==> src/rtl/mina_uart_tx.sv <==
// Memory-mapped 8N1 UART transmitter for the MINA DMEM port.
// A store to TXDATA queues a byte; the FSM serialises queued bytes back to back on txd.
module mina_uart_tx #(
  parameter int          FIFO_DEPTH = 16,
  parameter logic [15:0] DIV_RESET  = 16'd868
) (
  input  logic        clk,
  input  logic        rst_n,
  input  logic        sel,
  input  logic [31:0] dmem_addr,
  input  logic [31:0] dmem_wrdata,
  input  logic [3:0]  dmem_wrstb,
  output logic [31:0] dmem_rddata,
  output logic        txd,
  output logic        irq
);

  localparam int          AW       = $clog2(FIFO_DEPTH);
  localparam logic [AW:0] CNT_FULL = (AW+1)'(FIFO_DEPTH);
  localparam logic [AW:0] CNT_ONE  = (AW+1)'(1);
  localparam logic [AW-1:0] PTR_ONE = AW'(1);

  typedef enum logic [1:0] {S_IDLE, S_START, S_DATA, S_STOP} state_t;

  state_t        state_q, state_d;
  logic [15:0]   cnt_q, cnt_d;
  logic [2:0]    bit_idx_q, bit_idx_d;
  logic [7:0]    shift_q, shift_d;
  logic [15:0]   frame_div_q, frame_div_d;
  logic          txd_q, txd_d;
  logic          irq_q;

  logic [7:0]    mem_q [FIFO_DEPTH];
  logic [AW-1:0] wr_ptr_q, rd_ptr_q;
  logic [AW:0]   count_q, count_d;
  logic          ovf_q, ovf_d;
  logic [15:0]   div_reg_q, div_reg_d;

  logic [1:0]    reg_idx;
  logic          push_req, push_ok, pop, ovf_clr, div_sel;
  logic          fifo_empty, fifo_full, cell_end;
  logic [15:0]   div_eff;
  logic          unused_bits;

  assign reg_idx    = dmem_addr[3:2];
  assign fifo_empty = (count_q == '0);
  assign fifo_full  = (count_q == CNT_FULL);
  assign push_req   = sel && dmem_wrstb[0] && (reg_idx == 2'd0);
  assign push_ok    = push_req && (!fifo_full || pop);
  assign ovf_clr    = sel && dmem_wrstb[0] && (reg_idx == 2'd1) && dmem_wrdata[3];
  assign div_sel    = sel && (reg_idx == 2'd2);
  assign div_eff    = (div_reg_q == 16'd0) ? 16'd1 : div_reg_q;
  assign cell_end   = (cnt_q == 16'(frame_div_q - 16'd1));
  assign unused_bits = ^{dmem_addr[31:4], dmem_addr[1:0], dmem_wrdata[31:16], dmem_wrstb[3:2]};

  // Per-byte-lane update of the divisor register.
  genvar gi;
  generate
    for (gi = 0; gi < 2; gi++) begin : g_div_lane
      assign div_reg_d[gi*8 +: 8] = (div_sel && dmem_wrstb[gi]) ? dmem_wrdata[gi*8 +: 8]
                                                               : div_reg_q[gi*8 +: 8];
    end
  endgenerate

  always_comb begin
    state_d     = state_q;
    cnt_d       = cnt_q;
    bit_idx_d   = bit_idx_q;
    shift_d     = shift_q;
    frame_div_d = frame_div_q;
    pop         = 1'b0;
    case (state_q)
      S_IDLE: begin
        if (!fifo_empty) begin
          pop         = 1'b1;
          shift_d     = mem_q[rd_ptr_q];
          frame_div_d = div_eff;
          cnt_d       = 16'd0;
          state_d     = S_START;
        end
      end
      S_START: begin
        if (cell_end) begin
          cnt_d     = 16'd0;
          bit_idx_d = 3'd0;
          state_d   = S_DATA;
        end else begin
          cnt_d = cnt_q + 16'd1;
        end
      end
      S_DATA: begin
        if (cell_end) begin
          cnt_d = 16'd0;
          if (bit_idx_q == 3'd7) begin
            state_d = S_STOP;
          end else begin
            shift_d   = {1'b0, shift_q[7:1]};
            bit_idx_d = bit_idx_q + 3'd1;
          end
        end else begin
          cnt_d = cnt_q + 16'd1;
        end
      end
      S_STOP: begin
        if (cell_end) begin
          cnt_d = 16'd0;
          // Chain straight into the next start bit when more data is queued.
          if (!fifo_empty) begin
            pop         = 1'b1;
            shift_d     = mem_q[rd_ptr_q];
            frame_div_d = div_eff;
            state_d     = S_START;
          end else begin
            state_d = S_IDLE;
          end
        end else begin
          cnt_d = cnt_q + 16'd1;
        end
      end
      default: state_d = S_IDLE;
    endcase

    case (state_d)
      S_START: txd_d = 1'b0;
      S_DATA:  txd_d = shift_d[0];
      default: txd_d = 1'b1;
    endcase
  end

  always_comb begin
    count_d = count_q;
    if (push_ok && !pop)      count_d = count_q + CNT_ONE;
    else if (!push_ok && pop) count_d = count_q - CNT_ONE;

    ovf_d = ovf_q;
    if (push_req && !push_ok) ovf_d = 1'b1;
    else if (ovf_clr)         ovf_d = 1'b0;
  end

  always_ff @(posedge clk) begin
    if (!rst_n) begin
      state_q     <= S_IDLE;
      cnt_q       <= 16'd0;
      bit_idx_q   <= 3'd0;
      shift_q     <= 8'd0;
      frame_div_q <= 16'd1;
      txd_q       <= 1'b1;
      irq_q       <= 1'b0;
      wr_ptr_q    <= '0;
      rd_ptr_q    <= '0;
      count_q     <= '0;
      ovf_q       <= 1'b0;
      div_reg_q   <= DIV_RESET;
    end else begin
      state_q     <= state_d;
      cnt_q       <= cnt_d;
      bit_idx_q   <= bit_idx_d;
      shift_q     <= shift_d;
      frame_div_q <= frame_div_d;
      txd_q       <= txd_d;
      irq_q       <= fifo_empty && (state_q == S_IDLE);
      if (push_ok) wr_ptr_q <= wr_ptr_q + PTR_ONE;
      if (pop)     rd_ptr_q <= rd_ptr_q + PTR_ONE;
      count_q     <= count_d;
      ovf_q       <= ovf_d;
      div_reg_q   <= div_reg_d;
    end
  end

  // Storage has no reset; the pointers alone define what is valid.
  always_ff @(posedge clk) begin
    if (push_ok) mem_q[wr_ptr_q] <= dmem_wrdata[7:0];
  end

  always_comb begin
    dmem_rddata = 32'd0;
    if (sel) begin
      case (reg_idx)
        2'd1: dmem_rddata = {19'd0, 5'(count_q), 4'd0, ovf_q, (state_q != S_IDLE), fifo_empty, fifo_full};
        2'd2: dmem_rddata = {16'd0, div_reg_q};
        default: dmem_rddata = 32'd0;
      endcase
    end
  end

  assign txd = txd_q;
  assign irq = irq_q;

endmodule

==> config.mk <==
export PLATFORM = sky130hd
export DESIGN_NAME = mina_uart_tx
export DESIGN_NICKNAME = d
export VERILOG_FILES = /design/src/rtl/mina_uart_tx.sv
export SDC_FILE = /design/constraint.sdc
export NUM_CORES = 1
export LEC_CHECK = 0
export CORE_MARGIN = 10
export CORE_UTILIZATION = 35
export DETAILED_ROUTE_END_ITERATION = 8
export PLACE_DENSITY_LB_ADDON = 0.05
export SYNTH_ARGS = -nofsm -noshare
export SYNTH_HDL_FRONTEND = slang
export SYNTH_SLANG_ARGS = --single-unit
==> constraint.sdc <==
create_clock -name clk -period 5.1 [get_ports clk]
set_input_delay 1.53 -clock clk [delete_from_list [all_inputs] [get_ports clk]]
set_output_delay 1.53 -clock clk [all_outputs]
set_load 0.05 [all_outputs]
Yosys cells after proc, flatten, opt, wreduce, memory -nomap -nowiden
Memories as Yosys holds them, arrays and structs flattened. A register that Yosys moved wholly into a read port is not among the register bits.
Cells that the tools add are included.
{"block": "classes", "add_sub_neg": 7, "n_reduce_logical": 30, "mux": 37, "n_eq_ne": 15}
{"op": "$mux 16", "count": 6}
{"op": "$pmux 16 s2", "count": 3}
{"op": "$mux 8", "count": 4}
{"op": "$pmux 8 s3", "count": 1}
{"op": "$add 16x1->16 const B", "count": 1}
{"op": "$eq 16x16->1", "count": 1}
{"op": "$logic_not 16->1", "count": 1}
{"op": "$sub 16x1->16 const B", "count": 1}
{"op": "$logic_and 1x1->1", "count": 12}
{"op": "$mux 2", "count": 5}
{"op": "$mux 5", "count": 2}
{"op": "$ne 2x2->1 const B", "count": 5}
{"op": "$reduce_bool 2->1", "count": 5}
{"op": "$mux 3", "count": 3}
{"op": "$add 4x1->4 const B", "count": 2}
{"op": "$eq 2x2->1 const B", "count": 4}
{"op": "$mux 4", "count": 2}
{"op": "$pmux 2 s4", "count": 1}
{"op": "$reduce_and 4->1", "count": 2}
{"op": "$mux 1", "count": 7}
{"op": "$eq 2x1->1 const B", "count": 3}
{"op": "$pmux 3 s2", "count": 1}
{"op": "$add 5x1->5 const B", "count": 1}
{"op": "$eq 5x5->1 const B", "count": 1}
{"op": "other kinds (11)", "count": 15}
{"block": "word_totals", "ram_bits": 128, "register_bits": 77, "n_memories": 1, "inputBits": 71, "out_inout_bits": 34}
{"name": "mem_q", "words": 16, "word_bits": 8, "read_ports": 1, "rd_clocked_by_memory_dff": 1, "wr": 1, "line_no": "33", "text": "logic [7:0] mem_q [FIFO_DEPTH];"}

Longest topological paths before layout
Gate-level depths: netlist (run 1).
{"block": "depth", "depth_word": 10, "depth_mapped": 19}

Worst setup path before layout (run 1)
No wires, ideal clock.
{"block": "synth_path", "kind": "input -> output", "start": "input port dmem_addr[2]", "end": "output port dmem_rddata[10]", "path_buffers": 1, "cell_stages": 5, "slack_ns": 0.791, "arrival_ns": 2.779, "cell_sequence": "inv_1 -> ha_1 -> clkbuf_1 -> a22oi_1 -> nor2_1"}
{"block": "synth_between", "elab_chain_cells": 3}
{"item": "start: declaration", "line_no": "10", "text": "input logic [31:0] dmem_addr,"}
{"item": "$eq 2x2->1 or $eq 2x1->1 (tied branches)", "line_no": "178", "text": "case (reg_idx)"}
{"item": "$pmux 16 s2 (*)", "line_no": "178"}
{"item": "$mux 16 (*)", "line_no": "177", "text": "if (sel) begin"}
{"item": "end: declaration", "line_no": "13", "text": "output logic [31:0] dmem_rddata,"}
Mark *: on every way between the ends. The rest lies on a longest branch, timed or not.

Worst setup path in the final report (run 1)
{"block": "layout_path", "start": "input port dmem_addr[2]", "end": "register count_q[4]"}
{"block": "layout_between", "elab_chain_cells": 6}
{"item": "$logic_not 2->1 (*)", "line_no": "48", "text": "assign push_req = sel && dmem_wrstb[0] && (reg_idx == 2'd0);"}
{"item": "$logic_and 1x1->1 (*)", "line_no": "48"}
{"item": "$logic_and 1x1->1 (*)", "line_no": "49", "text": "assign push_ok = push_req && (!fifo_full || pop);"}
{"item": "$logic_not 1->1", "line_no": "133", "text": "else if (!push_ok && pop) count_d = count_q - CNT_ONE;"}
{"item": "$logic_and 1x1->1", "line_no": "133"}
{"item": "$reduce_bool 2->1 (no line)"}
{"item": "end signal: assignment", "line_no": "164", "text": "count_q <= count_d;"}
{"item": "end: declaration", "line_no": "35", "text": "logic [AW:0] count_q, count_d;"}
Marks and branches as above.
A chain may end at the register's enable or synchronous reset.

==> results.yml, run 1 <==
synth:
  synth-seq-cells: 209
  synth-edff-count: 128
  synth.distinct_cells: 71
  yosys_most_used_dff: "edfxtp_1"
  synth_async_sr_flop_share_pct: 0
  ys_top_cells_by_count: "edfxtp_1, nand2_1, dfxtp_1"
  post-synth-top-count-cell: "edfxtp_1"
  synth_warnings: 0
  syn_area_sq_mm: 0.00972
  ys_seq_area_share_pct: 56.2
  synth_area_per_cell_sq_um: 11.8
  synthDominantCellAreaShare_pct: 39.5
  ys_top_cells_by_area: "edfxtp_1, dfxtp_1, mux4_2"
  syn_inst: 821
  yosysTopAreaCell: "edfxtp_1"
clocking:
  postCtsHoldBufs: 0
  cts.repair.resized: 0
  cts_setup_buffers: 0
  tritoncts: "done"
  clk-insertion-delay-late_ps: 540
  cts_buffers: 24
  clock_sinks: 209
  ctsHtreeMaxLevel: 1
  cts.clk_slew.worst_paths_ps: 60
  cts_buffer_depth: 3
  cts_root_buf: "clkbuf_16"
worst_setup_path:
  start_kind: "primary input"
  critPathCaptureType: "register"
  r2r_end: "count_q[4]"
  crit_start: "dmem_addr[2]"
  r2r_cells: 20
  endpoint: "count_q[4]"
  arrival_ps: 5060
  r2r-start: "frame_div_q[0]"
  reg2reg_slack_ps: 570
  crit_path_max_fanout: 4
  worstPathRequired_ps: 5570
  worstSetupPathType: "primary input to register"
global_routing:
  grt_pass1_wl_mm: 39.0
  overflow: 0
  antenna_found_initial: 0
  grt_max_degree: 41
  grt_usage_pct: 13.9
  grt_pass1_vias: 6657
power:
  power.total_mw: 5.20
  leakagePower_nw: 4.02
  peakVddDrop_mv: 0.253
  power_density_mw_per_mm2: 451
detailed_routing:
  drtIter0Drc: 462
  totalWireLength_mm: 24.9
  ant_nets: 0
  dr_total_vias: 6550
  firstDrtPassIters: 5
  drc: 0
  drt-vias-per-instance: 5.20
  wl_per_cell_um: 19.8
final_layout:
  regArea_sq_mm: 0.00547
  antennaDiodeCount: 0
  multi_input_area_sq_mm: 0.00391
  area_growth_pct: 18.4
  nNetsFinal: 965
  fillers: 2555
  drive_gt1_share_pct: 14.6
timing:
  rsz0062_at_grt: "false"
  min_period_ps: 4590
  setup_viol: 0
  finalCritPeriodShare_pct: 90.0
  worst_hold_slack_ps: 485
  clock.fmax_ghz: 0.218
  hold_viol_final: 0
  tightest_slew_ps: 850
  skew_ps: 25.4
  slew_viol_final: 0
  relSlewSlack_pct: 43.3
flow_run:
  drv_cap: 0
min_path:
  hold_class: "register to register"
placement:
  place_congestion: 0.785
  dp_hpwl_mm: 17.5
  portBuffers: 40
floorplanning:
  core_sq_mm: 0.0272
  fp.dieH_um: 187
  fp.dieArea_sq_mm: 0.0348
  ioPinCount: 105
  initial_utilization_pct: 35.8
  die_w_um: 187
  rows: 60
outcome:
  status: "finished, final reports clean"
## logic make-up after synthesis
group | count (synthesis) | synth area share (%)
AO/OA/AOI/OAI | 141 | 9.47
XOR/XNOR | 29 | 2.61
adder cells (fa/ha/maj) | 22 | 2.91
buffers and inverters | 87 | 4.20
flip-flops | 209 | 56.2
multiplexers | 59 | 10.8
other | 1 | 0.0386
AND/OR/NAND/NOR | 273 | 13.7
## sequential cells by signal, indices dropped and copies added (netlist names), named ones only
register	count
mem_q	128
cnt_q	16
div_reg_q	16
frame_div_q	16
shift_q	8
count_q	5
rd_ptr_q	4
wr_ptr_q	4
bit_idx_q	3
state_q	2
irq	1
ovf_q	1
txd	1
## worst max-delay path: stages
cell,delay [ps]
clkdlybuf4s50_1,430
inv_1,100
ha_1,150
and3_1,260
nand3_1,110
nor4_1,550
buf_4,230
nor2_1,70
clkinv_1,70
ha_1,170
inv_1,100
fa_1,420
a21o_1,180
a21oi_1,160
xnor2_1,90
or3_1,300
a21oi_1,140
## worst min-delay path by stage
| stage | depth (start not counted) | end | start |
|---|---|---|---|
| 2_1_floorplan | 2 | shift_q[2] | shift_q[2] |
| 3_3_place_gp | 2 | shift_q[3] | shift_q[3] |
| 3_5_place_dp | 2 | register | rd_ptr_q[3] |
| 4_1_cts | 2 | rd_ptr_q[3] | rd_ptr_q[3] |
| 5_1_grt | 2 | shift_q[5] | shift_q[5] |
| 6_report | 2 | rd_ptr_q[3] | rd_ptr_q[3] |
## cell usage in the layout, fill, tap and decap left out, types with 6 or more instances in the layout
cell	Yosys	layout
a211oi_1	7	7
a21oi_1	27	27
a22oi_1	18	18
and3_1	25	25
buf_12	0	16
buf_4	16	28
clkbuf_16	0	24
clkdlybuf4s50_1	0	24
clkinv_1	3	9
conb_1	1	16
dfxtp_1	81	79
edfxtp_1	128	128
ha_1	21	21
inv_1	26	26
mux2i_1	21	21
mux4_2	37	37
nand2_1	82	82
nand2b_1	9	9
nand3_1	23	23
nand4_1	6	6
nor2_1	67	67
nor2b_1	6	6
nor3_1	20	20
nor4_1	11	11
o21ai_0	42	42
o31ai_1	9	9
xnor2_1	18	18
xor2_1	11	11
## through the flow
stage	TNS, ps	instance area [sq um]	instances	worst slack, ps	utilization, %
final	0	11500	1260	512	42.4
after global routing	0	11500	1260	203	42.4
after CTS	0	11500	1260	512	42.4
after detailed placement	-55.3	10700	1218	-55.3	39.4
after global placement	0	10700	1218	109	39.4
after floorplan	0	9780	836	791	-
## layer usage
layer	routed length (um)	GRT usage, %	share of wire [%]
met5	0	0	0
met2	12800	25.0	51
met1	10600	16.9	43
met3	1020	2.23	4.1
met4	493	3.13	2.0
## where the power goes
part | switching, mW | internal (mW)
combinational | 0.798 | 0.620
sequential | 0.175 | 1.89
clock | 0.684 | 1.03
total | 1.66 | 3.54
## final cells by class
type / count / share of cell area, %
multi-input combinational: 540 / 33.9
timing repair buffer: 68 / 6.70
clock inverter: 13 / 1.41
tap: 372 / 4.04
inverter: 29 / 0.946
sequential: 209 / 47.5
clock buffer: 29 / 5.47
Note: power is estimated with default switching activity, not from simulation.
==> run 2: changes to the inputs <==
--- a/config.mk
+++ b/config.mk
@@ -8,6 +8,7 @@
 export CORE_MARGIN = 10
 export CORE_UTILIZATION = 35
 export DETAILED_ROUTE_END_ITERATION = 8
+export DONT_BUFFER_PORTS = 1
 export PLACE_DENSITY_LB_ADDON = 0.05
 export SYNTH_ARGS = -nofsm -noshare
 export SYNTH_HDL_FRONTEND = slang
==> run 2 against run 1 <==
  * Global-route usage about the same
  * Critical endpoint unchanged
  * Cell area decreased by 4.6%
  * Die area unchanged
  * Largest power group unchanged
  * Clock power about the same
  * Critical path depth increased by 3
  * Hold slack got worse by 7.0 ps
  * Flip-flop and latch count unchanged
  * Non-clock buffer count decreased by 33
  * Combinational power decreased by 4%
  * Utilization decreased by 1.9 points
  * Clock skew decreased by 6.1 ps
  * Highest routed layer unchanged
==> results.yml, run 2 (same netlist as run 1, synthesis figures left out) <==
detailed_routing:
  ant_nets: 0
  drt-vias-per-instance: 5.27
  totalWireLength_mm: 24.8
  wl_per_cell_um: 20.2
  drtIter0Drc: 402
  drc: 0
  dr_total_vias: 6468
  firstDrtPassIters: 5
clocking:
  cts.repair.resized: 0
  clk-insertion-delay-late_ps: 540
  cts_buffer_depth: 3
  postCtsHoldBufs: 0
  cts_setup_buffers: 0
  ctsHtreeMaxLevel: 1
  cts.clk_slew.worst_paths_ps: 60
  cts_buffers: 24
  tritoncts: "done"
  clock_sinks: 209
  cts_root_buf: "clkbuf_16"
final_layout:
  area_growth_pct: 13.0
  largest_register_ffs: 128
  final_common_cell: "edfxtp_1"
  antennaDiodeCount: 0
  final_cells: 1228
  drive_gt1_share_pct: 14.6
  fin_area_sq_mm: 0.0110
  max_flop_register: "mem_q"
  final_util_pct: 40.4
  final_cell_mix: "edfxtp_1, nand2_1, dfxtp_1, nor2_1, o21ai_0"
  fillers: 2618
  nNetsFinal: 932
timing:
  clock.fmax_ghz: 0.230
  layout_setup_ws_ps: 759
  min_period_ps: 4340
  relSlewSlack_pct: 42.1
  rsz0062_at_grt: "false"
  fin_setup_tns_ps: 0
  tightest_slew_ps: 864
  skew_ps: 19.3
  finalCritPeriodShare_pct: 85.1
  worst_hold_slack_ps: 478
  hold_viol_final: 0
  setup_viol: 0
  slew_viol_final: 0
power:
  power_density_mw_per_mm2: 466
  peakVddDrop_mv: 0.246
  pwr-share-comb_pct: 26.7
  clock_power_share_pct: 33.0
  p_switching_mw: 1.65
  leakagePower_nw: 3.84
  power.total_mw: 5.12
  swShare_pct: 32.2
  power_frac_seq_pct: 40.4
  p_int_mw: 3.47
placement:
  dp_hpwl_mm: 17.3
  dp_cells: 1185
  dpl_cell_area_sq_mm: 0.0102
  post-place-ws_ps: 437
  place_congestion: 0.821
  portBuffers: 0
floorplanning:
  fp.dieH_um: 187
  die_w_um: 187
  ioPinCount: 105
  initial_utilization_pct: 35.8
  fp.dieArea_sq_mm: 0.0348
  rows: 60
  core_sq_mm: 0.0272
global_routing:
  grt_pass1_wl_mm: 38.7
  grt_busiest_layer: "met2"
  grt_pass1_vias: 6558
  grt_usage_pct: 13.9
  met1_usage_pct: 16.9
  groute.layer.met2.usage_pct: 24.5
  grt_max_degree: 31
  overflow: 0
  grtUsageMet3_pct: 2.46
  antenna_found_initial: 0
worst_setup_path:
  worstPathRequired_ps: 5570
  crit_path_max_fanout: 7
  cp_top_family: "simple AND/OR/NAND/NOR gates"
  critical-path-slowest-cell: "nor3b_1"
  worstSetupPathType: "register to register"
  start_kind: "register"
  critPathCaptureType: "register"
  crit_chain: "inv_1, ha_1, nor3b_1, nand4_1, xnor2_1, nor2_1, buf_4, nand3_1, nor4_1, buf_4, nor2_1, clkinv_1, ha_1, inv_1, fa_1, a21o_1, a21oi_1, xnor2_1, or3_1, a21oi_1"
  critPathBufInv: 5
  arrival_ps: 4810
  max_stage_delay_ps: 440
min_path:
  hold_class: "register to register"
outcome:
  status: "finished, final reports clean"
flow_run:
  drv_cap: 0
==> run 2: cell types whose count changed in the layout (fill, tap and decap cells not counted), sizes merged <==
| cell | before | now |
|---|---|---|
| buf | 44 | 35 |
| bufinv | 3 | 2 |
| clkdlybuf4s50 | 24 | 0 |
| clkinv | 11 | 13 |
| clkinvlp | 2 | 1 |
| inv | 26 | 27 |
==> run 2: layer usage <==
layer | part of all wire [%] | vias up
li1 | - | 3051
met3 | 4.0 | 45
met2 | 51 | 107
met1 | 42 | 3265
met4 | 2.6 | 0
met5 | 0 | -
==> run 2: layout make-up <==
type / count / area (sq um) / share of cell area (%)
clock inverter: 14 / 145 / 1.32
multi-input combinational: 540 / 3910 / 35.6
timing repair buffer: 35 / 263 / 2.39
sequential: 209 / 5470 / 49.8
inverter: 29 / 109 / 0.991
tap: 372 / 465 / 4.24
clock buffer: 29 / 629 / 5.73
==> run 2: final timing paths <==
check,end,cells past startpoint,start,slack (ps)
worst min register to register,rd_ptr_q[3],2,rd_ptr_q[3],480
worst max register to register,count_q[4],20,frame_div_q[1],760
worst min-delay path,rd_ptr_q[3],2,rd_ptr_q[3],480
worst max-delay path,count_q[4],20,frame_div_q[1],760
==> run 2: tightest hold or removal path, delay by kind of cell (launching register included) <==
kind	cells	cell delay, ps
flops	1	300
mux	1	70
simple gates	1	50
==> run 2: power groups by stage <==
| stage | sequential, mW | clock [mW] | combinational, mW |
|---|---|---|---|
| 6_report | 2.06 | 1.69 | 1.36 |
| 3_5_place_dp | 2.11 | 0 | 1.37 |
| 3_3_place_gp | 2.10 | 0 | 1.35 |
| 2_1_floorplan | 2.01 | 0 | 1.13 |
| 4_1_cts | 2.07 | 1.75 | 1.38 |
| 5_1_grt | 2.09 | 1.82 | 1.52 |
==> run 3: changes to the inputs <==
--- a/config.mk
+++ b/config.mk
@@ -9,6 +9,7 @@
 export CORE_UTILIZATION = 35
 export DETAILED_ROUTE_END_ITERATION = 8
 export DONT_BUFFER_PORTS = 1
+export GPL_TIMING_DRIVEN = 0
 export PLACE_DENSITY_LB_ADDON = 0.05
 export SYNTH_ARGS = -nofsm -noshare
 export SYNTH_HDL_FRONTEND = slang
==> run 3 against run 2 <==
  * Power grew 0.36%
  * Cell count grew 1.7%
  * Combinational power grew 7%
  * Sequential share of layout area shrank 0.23 points
  * Fmax shrank 8.2%
  * Register-to-register slack lost 250 ps
  * First-iteration DRC count shrank 26%
  * Critical path depth shrank 15
  * Global-route usage grew 0.35 points
  * Wire length grew 1.8%
  * Flip-flop and latch count is the same
  * Highest routed layer unchanged
==> results.yml, run 3 (same netlist as run 1, synthesis figures left out) <==
timing:
  min_period_ps: 4730
  relSlewSlack_pct: 15.0
  slew_viol_final: 0
  tightest_slew_ps: 1270
  setup_viol: 0
  finalCritPeriodShare_pct: 92.7
  clock.fmax_ghz: 0.212
  rsz0062_at_grt: "false"
  skew_ps: 25.9
  hold_viol_final: 0
  fin_setup_tns_ps: 0
final_layout:
  fin_area_sq_mm: 0.0110
  drive_gt1_share_pct: 12.9
  final_common_cell: "edfxtp_1"
  nNetsFinal: 955
  area_growth_pct: 13.5
  final_cell_mix: "edfxtp_1, nand2_1, dfxtp_1, nor2_1, o21ai_0"
  largest_register_ffs: 128
  max_flop_register: "mem_q"
  antennaDiodeCount: 0
placement:
  portBuffers: 0
  dp_hpwl_mm: 18.2
  dpl_cell_area_sq_mm: 0.0102
  place_congestion: 0.817
clocking:
  postCtsHoldBufs: 0
  cts_root_buf: "clkbuf_16"
  cts_buffer_depth: 3
  tritoncts: "done"
  clk-insertion-delay-late_ps: 530
  ctsHtreeMaxLevel: 1
  clock_sinks: 209
  cts_setup_buffers: 0
  cts.clk_slew.worst_paths_ps: 60
  cts_buffers: 24
worst_setup_path:
  worstPathRequired_ps: 3570
  reg2reg_slack_ps: 510
  r2r-start: "frame_div_q[0]"
  start_kind: "register"
  r2r_cells: 18
  arrival_ps: 3200
  critPathCaptureType: "output pin"
  worstSetupPathType: "register to output pin"
  r2r_end: "count_q[4]"
  crit_path_max_fanout: 9
min_path:
  holdCritStartpoint: "rd_ptr_q[3]"
  hold_class: "register to register"
  hold_depth: 2
  whs_endpoint: "rd_ptr_q[3]"
global_routing:
  grt_pass1_wl_mm: 39.4
  grt_usage_pct: 14.2
  overflow: 0
  antenna_found_initial: 0
  grt_max_degree: 19
  grt_pass1_vias: 6623
floorplanning:
  core_sq_mm: 0.0272
  die_w_um: 187
  fp.dieH_um: 187
  rows: 60
  ioPinCount: 105
  fp.dieArea_sq_mm: 0.0348
  initial_utilization_pct: 35.8
power:
  power_density_mw_per_mm2: 465
  peakVddDrop_mv: 0.282
  leakagePower_nw: 3.82
detailed_routing:
  totalWireLength_mm: 25.3
  route.top_layer_used: "met4"
  ant_nets: 0
  drc: 0
  dr_total_vias: 6483
  met1Wirelength_mm: 10.6
  wl_per_cell_um: 20.2
  drtIter0Drc: 296
  routed-wl-met3_um: 935
  drt-vias-per-instance: 5.19
  firstDrtPassIters: 5
  wl_met2_mm: 13.0
outcome:
  status: "finished, final reports clean"
flow_run:
  drv_cap: 0
-- run 3: final cells by class --
class                      count  area, sq um
clock inverter                10          101
sequential                   209         5470
fill                        2614        16100
tap                          372          465
buffer                        58          299
multi-input combinational    540         3920
clock buffer                  31          667
inverter                      29          109
-- run 3: critical path, cell delays in order, from the launching register on --
cell and delay, ps:
dfxtp_1 380, nor4_1 780, nor2b_1 210, clkbuf_1 420, a22oi_1 170, nor2_1 720
-- run 3: worst max-delay path by stage --
stage	end	startpoint	slack, ps
floorplan	dmem_rddata[10]	dmem_addr[2]	790
global placement	count_q[4]	frame_div_q[0]	410
detailed placement	mem_q[3][1]	frame_div_q[0]	260
CTS	mem_q[3][7]	frame_div_q[0]	260
global route	count_q[4]	count_q[1]	20
finish	dmem_rddata[1]	count_q[0]	370
-- run 3: per-stage QoR --
stage	util, %	setup WS (ps)	hold WS, ps	total power, mW	cells
after floorplan	-	791	448	3.13	836
after global placement	37.7	406	468	3.48	1208
after detailed placement	37.7	263	473	3.51	1208
after CTS	40.5	263	485	5.19	1249
after global routing	40.6	21.5	516	5.43	1249
final	40.6	372	484	5.13	1249
-- run 3: repair_timing --
action	4_1_cts	5_1_grt
endpoints found under the hold margin	0	0
endpoints found under the setup margin	0	18
resized for setup	0	2
-- run 3: power breakdown --
| part | total [mW] | internal (mW) | switching (mW) | leakage [nW] |
|---|---|---|---|---|
| Combinational | 1.46 | 0.591 | 0.872 | 1.64 |
| Clock | 1.66 | 0.973 | 0.688 | 0.372 |
| Sequential | 2.01 | 1.89 | 0.125 | 1.81 |
-- run 3: routing by layer --
layer	global-route usage [%]	vias to the layer above
li1	-	3099
met1	16.9	3215
met2	25.5	127
met3	2.42	42
met4	4.40	0
met5	0	-
